**src/rtl/spikecnt_scheduler.sv**
```systemverilog
`default_nettype none
// ============================================================================
// Module   : spikecnt_scheduler
// Purpose  : Windowed spike-count capture. Every WIN cycles of RUN, all
//            channel counts are latched into shadow registers, the counters
//            are cleared, and the latched values are presented one channel
//            at a time over a valid/ready handshake in ascending order.
// Revision : 1.0  initial release
// ============================================================================
module spikecnt_scheduler #(
  parameter int NCH = 4,
  parameter int CW  = 32,
  parameter int CHW = 2,
  parameter int WIN = 8
) (
  input  logic              slow_clk,
  input  logic              reset,
  input  logic              enable,
  input  logic [NCH*CW-1:0] cnt_in,
  output logic [NCH-1:0]    clear_out,
  output logic [CW-1:0]     out_data,
  output logic [CHW-1:0]    out_ch,
  output logic              out_valid,
  input  logic              out_ready,
  output logic              window_done,
  output logic              overrun
);

  localparam int             WCW        = $clog2(WIN);
  localparam logic [WCW-1:0] c_win_last = WCW'(WIN - 1);
  localparam logic [CHW-1:0] c_ptr_last = CHW'(NCH - 1);

  typedef enum logic [1:0] {
    IDLE  = 2'd0,
    RUN   = 2'd1,
    FLUSH = 2'd2
  } state_t;

  state_t         r_state;
  state_t         w_state_nxt;
  logic [WCW-1:0] r_win_cnt;
  logic [WCW-1:0] w_win_cnt_nxt;
  logic [CW-1:0]  r_shadow [NCH];
  logic [NCH-1:0] r_pend;
  logic [NCH-1:0] w_pend_kept;
  logic [CHW-1:0] r_ptr;
  logic           w_capture;
  logic           w_xfer;

  assign out_valid = |r_pend;
  assign out_ch    = r_ptr;
  assign out_data  = r_shadow[r_ptr];
  assign w_xfer    = out_valid & out_ready;

  // Pending mask as it would stand after this edge's transfer (if any);
  // a capture finding anything left here has discarded undrained results.
  assign w_pend_kept = w_xfer ? (r_pend & ~(NCH'(1) << r_ptr)) : r_pend;

  // Next-state, window counter and capture decision
  always_comb begin
    w_state_nxt   = r_state;
    w_win_cnt_nxt = '0;
    w_capture     = 1'b0;
    case (r_state)
      IDLE: begin
        if (enable) w_state_nxt = RUN;
      end
      RUN: begin
        if (!enable) begin
          w_state_nxt = (|r_pend) ? FLUSH : IDLE;
        end else if (r_win_cnt == c_win_last) begin
          w_capture = 1'b1;
        end else begin
          w_win_cnt_nxt = r_win_cnt + 1'b1;
        end
      end
      FLUSH: begin
        if (enable)       w_state_nxt = RUN;
        else if (!(|r_pend)) w_state_nxt = IDLE;
      end
      default: w_state_nxt = IDLE;
    endcase
  end

  // State and window counter registers
  always_ff @(posedge slow_clk or posedge reset) begin
    if (reset) begin
      r_state   <= IDLE;
      r_win_cnt <= '0;
    end else begin
      r_state   <= w_state_nxt;
      r_win_cnt <= w_win_cnt_nxt;
    end
  end

  // Capture-or-drain bookkeeping: capture takes precedence over a transfer
  always_ff @(posedge slow_clk or posedge reset) begin
    if (reset) begin
      r_pend <= '0;
      r_ptr  <= '0;
    end else if (w_capture) begin
      r_pend <= '1;
      r_ptr  <= '0;
    end else if (w_xfer) begin
      r_pend <= w_pend_kept;
      r_ptr  <= (r_ptr == c_ptr_last) ? '0 : r_ptr + 1'b1;
    end
  end

  // Shadow copies of the live counts, taken only at capture
  always_ff @(posedge slow_clk or posedge reset) begin
    if (reset) begin
      for (int i = 0; i < NCH; i++) r_shadow[i] <= '0;
    end else if (w_capture) begin
      for (int i = 0; i < NCH; i++) r_shadow[i] <= cnt_in[i*CW +: CW];
    end
  end

  // One-cycle capture pulses and the sticky overrun flag
  always_ff @(posedge slow_clk or posedge reset) begin
    if (reset) begin
      clear_out   <= '0;
      window_done <= 1'b0;
      overrun     <= 1'b0;
    end else begin
      clear_out   <= w_capture ? '1 : '0;
      window_done <= w_capture;
      if (w_capture && (|w_pend_kept)) overrun <= 1'b1;
    end
  end

endmodule
`default_nettype wire

```
**config.mk**
```make
export PLATFORM = sky130hd
export DESIGN_NAME = spikecnt_scheduler
export DESIGN_NICKNAME = d
export VERILOG_FILES = /design/src/rtl/spikecnt_scheduler.sv
export SDC_FILE = /design/constraint.sdc
export NUM_CORES = 1
export LEC_CHECK = 0
export CAP_MARGIN = 10
export CORE_MARGIN = 8
export CORE_UTILIZATION = 44
export DETAILED_ROUTE_END_ITERATION = 12
export PLACE_DENSITY = 0.78
export SLEW_MARGIN = 20
export SYNTH_ARGS = -nofsm -noshare
export SYNTH_HDL_FRONTEND = slang
export SYNTH_SLANG_ARGS = --single-unit
export TNS_END_PERCENT = 30
```
**constraint.sdc**
```tcl
create_clock -name slow_clk -period 4.65 [get_ports slow_clk]
set_clock_uncertainty 0.05 [all_clocks]
set_input_delay 0.6975 -clock slow_clk [delete_from_list [all_inputs] [get_ports slow_clk]]
set_output_delay 0.6975 -clock slow_clk [all_outputs]
set_load 0.05 [all_outputs]
```
==> results.ini <==
[route]
viasPerCell = 5.005
wl_per_cell_um = 20.41
vias = 3664
drtIter0Drc = 153
drc = 0
routed_wirelength_mm = 14.94
ant_nets = 0
dr.pass1.iters = 4

[cts]
htree_levels = 4
clk_latency_ns = 0.41
clkTransAtPathRegs_ns = 0.06
cts_buffers = 17
cts_buffer_depth = 2
tritoncts = done
root_buffer = clkbuf_16
cts.repair.resized = 0
clkSinkCount = 141
postCtsSetupBuffers = 0
cts_hold_buf = 0

[sta]
fin_setup_tns_ns = 0
grt_setup_unrepaired = false
hold_viol = 0
maxSlewViolCount = 0
period_share_pct = 81.50
slew_headroom_pct = 33.31
final-setup-viol-count = 0
clock.fmax_mhz = 263.9
period_needed_ns = 3.790
worst_slew_pin_slew_ns = 1.000

[grt]
grt_max_degree = 101
grt_use_total_pct = 16.56
use_met1_pct = 20.51
met2_usage_pct = 27.10
grt_pass1_vias = 4298
grt_util_met3_pct = 5.026
grt_overflow_total = 0
gr-max-usage-layer = met2
grt_pass1_wl_mm = 23.69
antenna_found_initial = 0

[logic_synthesis]
postSynthAreaPerCell_um2 = 17.41
syn_area_um2 = 6355
yosys_warnings = 0
synth.distinct_cells = 28
synth_top_cells_by_area = dfrtp_1, mux2_2, mux2_4
ys_async_sr_fraction_pct = 100.0
synthCells = 365
synth_edf_count = 0
ys.flop_type = dfrtp_1
netlist.area_leader.share_pct = 55.52
ys_seq_area_share_pct = 55.52
synth_area_leader_cell = dfrtp_1
ys_ff_latch = 141
syn-num-nets = 503

[placed_design]
gp_congestion = 0.7654
io_buffer_count = 172
post-dp-hpwl_mm = 10.48
post_dp_cell_area_um2 = 8170

[cells_and_area]
synthToLayoutAreaGrowth_pct = 37.80
layout_commonest_cell = clkdlybuf4s50_1
fin_nets = 673
regArea_um2 = 3531
fin_area_um2 = 8757
drive_above_1_share_pct = 36.68
nFillCells = 1100
multi_input_area_um2 = 2613
layout_common_cells = clkdlybuf4s50_1, dfrtp_1, mux2_2, mux2_4, mux4_2
antenna_cells = 0

[pwr]
clockPowerShare_pct = 48.8
internal-power_uw = 2165
p_sw_uw = 556.3
leakage_uw = 0.003976
p_seq_share_pct = 45.4
combPwrFrac_pct = 5.7
ir_drop_uv = 265.3
switching_share_pct = 20.44
power.density_nw_per_um2 = 310.8

[floorplanning]
io_pins = 173
initial_utilization_pct = 44.40
die_height_um = 136.2
dieArea_um2 = 18550
rows = 44
fp.dieW_um = 136.2
coreArea_um2 = 14310

[worst_setup_path]
critical_path_class = reg -> out
critPathLaunchType = flop
crit_chain = buf_4 -> mux4_2 -> clkdlybuf4s50_1
slowest_stage = dfrtp_2
cp_max_fo = 29
crit_buf_inv = 2
crit_path_max_incr_delay_ns = 0.99
cp_top_family = buffers and inverters
cp.arrival_ns = 3.04
end_kind = output port
required_ns = 3.90

[run]
maxCapViolCount = 0

[min_path]
worstHoldPathType = reg -> reg

[status]
status = finished clean

==> power groups by stage <==
| stage | clock, µW | sequential (µW) | combinational, µW |
|---|---|---|---|
| 2_1_floorplan | 0 | 1250 | 35.4 |
| 3_3_place_gp | 0 | 1260 | 156 |
| 3_5_place_dp | 0 | 1260 | 158 |
| 4_1_cts | 1350 | 1240 | 160 |
| 5_1_grt | 1420 | 1240 | 170 |
| 6_report | 1330 | 1240 | 156 |
==> cell usage after synthesis, types with 2 or more instances <==
library cell	count
ha_1	6
mux2_2	74
mux2_4	54
clkbuf_1	3
a21oi_1	2
or2_1	3
buf_2	12
buf_4	4
dfrtp_1	141
buf_8	5
mux4_2	32
nand2_1	6
a21boi_0	4
and2_1	2
inv_1	3
buf_6	2
==> worst paths after layout <==
check | startpoint | to | slack (ns) | cells after the start
hold reg to reg | r_win_cnt[0] | r_win_cnt[0] | 0.42 | 1
setup reg to reg | r_win_cnt[0] | r_shadow[94] | 2.28 | 6
max in group asynchronous | reset | r_shadow[25] | 2.84 | 3
hold / removal | r_win_cnt[0] | r_win_cnt[0] | 0.42 | 1
setup / recovery | out_ch[0] | out_data[13] | 0.86 | 3
min in group asynchronous | reset | r_shadow[43] | 0.81 | 2
==> sequential cells by signal, summed over array words and instances, names as in the netlist <==
| name | count |
|---|---|
| overrun | 1 |
| clear_out | 1 |
| r_state | 2 |
| r_win_cnt | 3 |
| r_shadow | 128 |
| r_pend | 4 |
| out_ch | 2 |
==> per-layer routing <==
metal / wire, µm / vias up
li1: - / 1677
met1: 6409 / 1854
met2: 7440 / 117
met3: 897 / 16
met4: 195 / 0
met5: 0 / -
==> through the flow <==
step / std cells / setup WS, ns / hold WS (ns) / power, µW / utilization, %
floorplan: 365 / 0.1213 / 0.3639 / 1290 / -
global placement: 700 / 1.233 / 0.3752 / 1415 / 57.08
detailed placement: 700 / 1.181 / 0.4132 / 1417 / 57.08
CTS: 732 / 0.7424 / 0.4210 / 2749 / 61.18
global route: 732 / 0.6539 / 0.4459 / 2824 / 61.18
finish: 732 / 0.8600 / 0.4171 / 2722 / 61.18
==> cells by family after synthesis <==
logic type	share of synthesized area, %
mux	37.21
flops	55.52
buf+inv	3.367
simple gates	1.556
compound gates	1.024
fa+ha+maj	1.181
xor+xnor	0.1378
==> area by class of cell <==
class | count | share of cell area (%)
sequential | 141 | 40.32
multi-input combinational | 194 | 29.83
timing repair buffer | 177 | 20.23
clock buffer | 21 | 5.372
tap | 184 | 2.629
clock inverter | 11 | 1.329
inverter | 4 | 0.2858
Note: power is estimated with default switching activity, not from simulation.
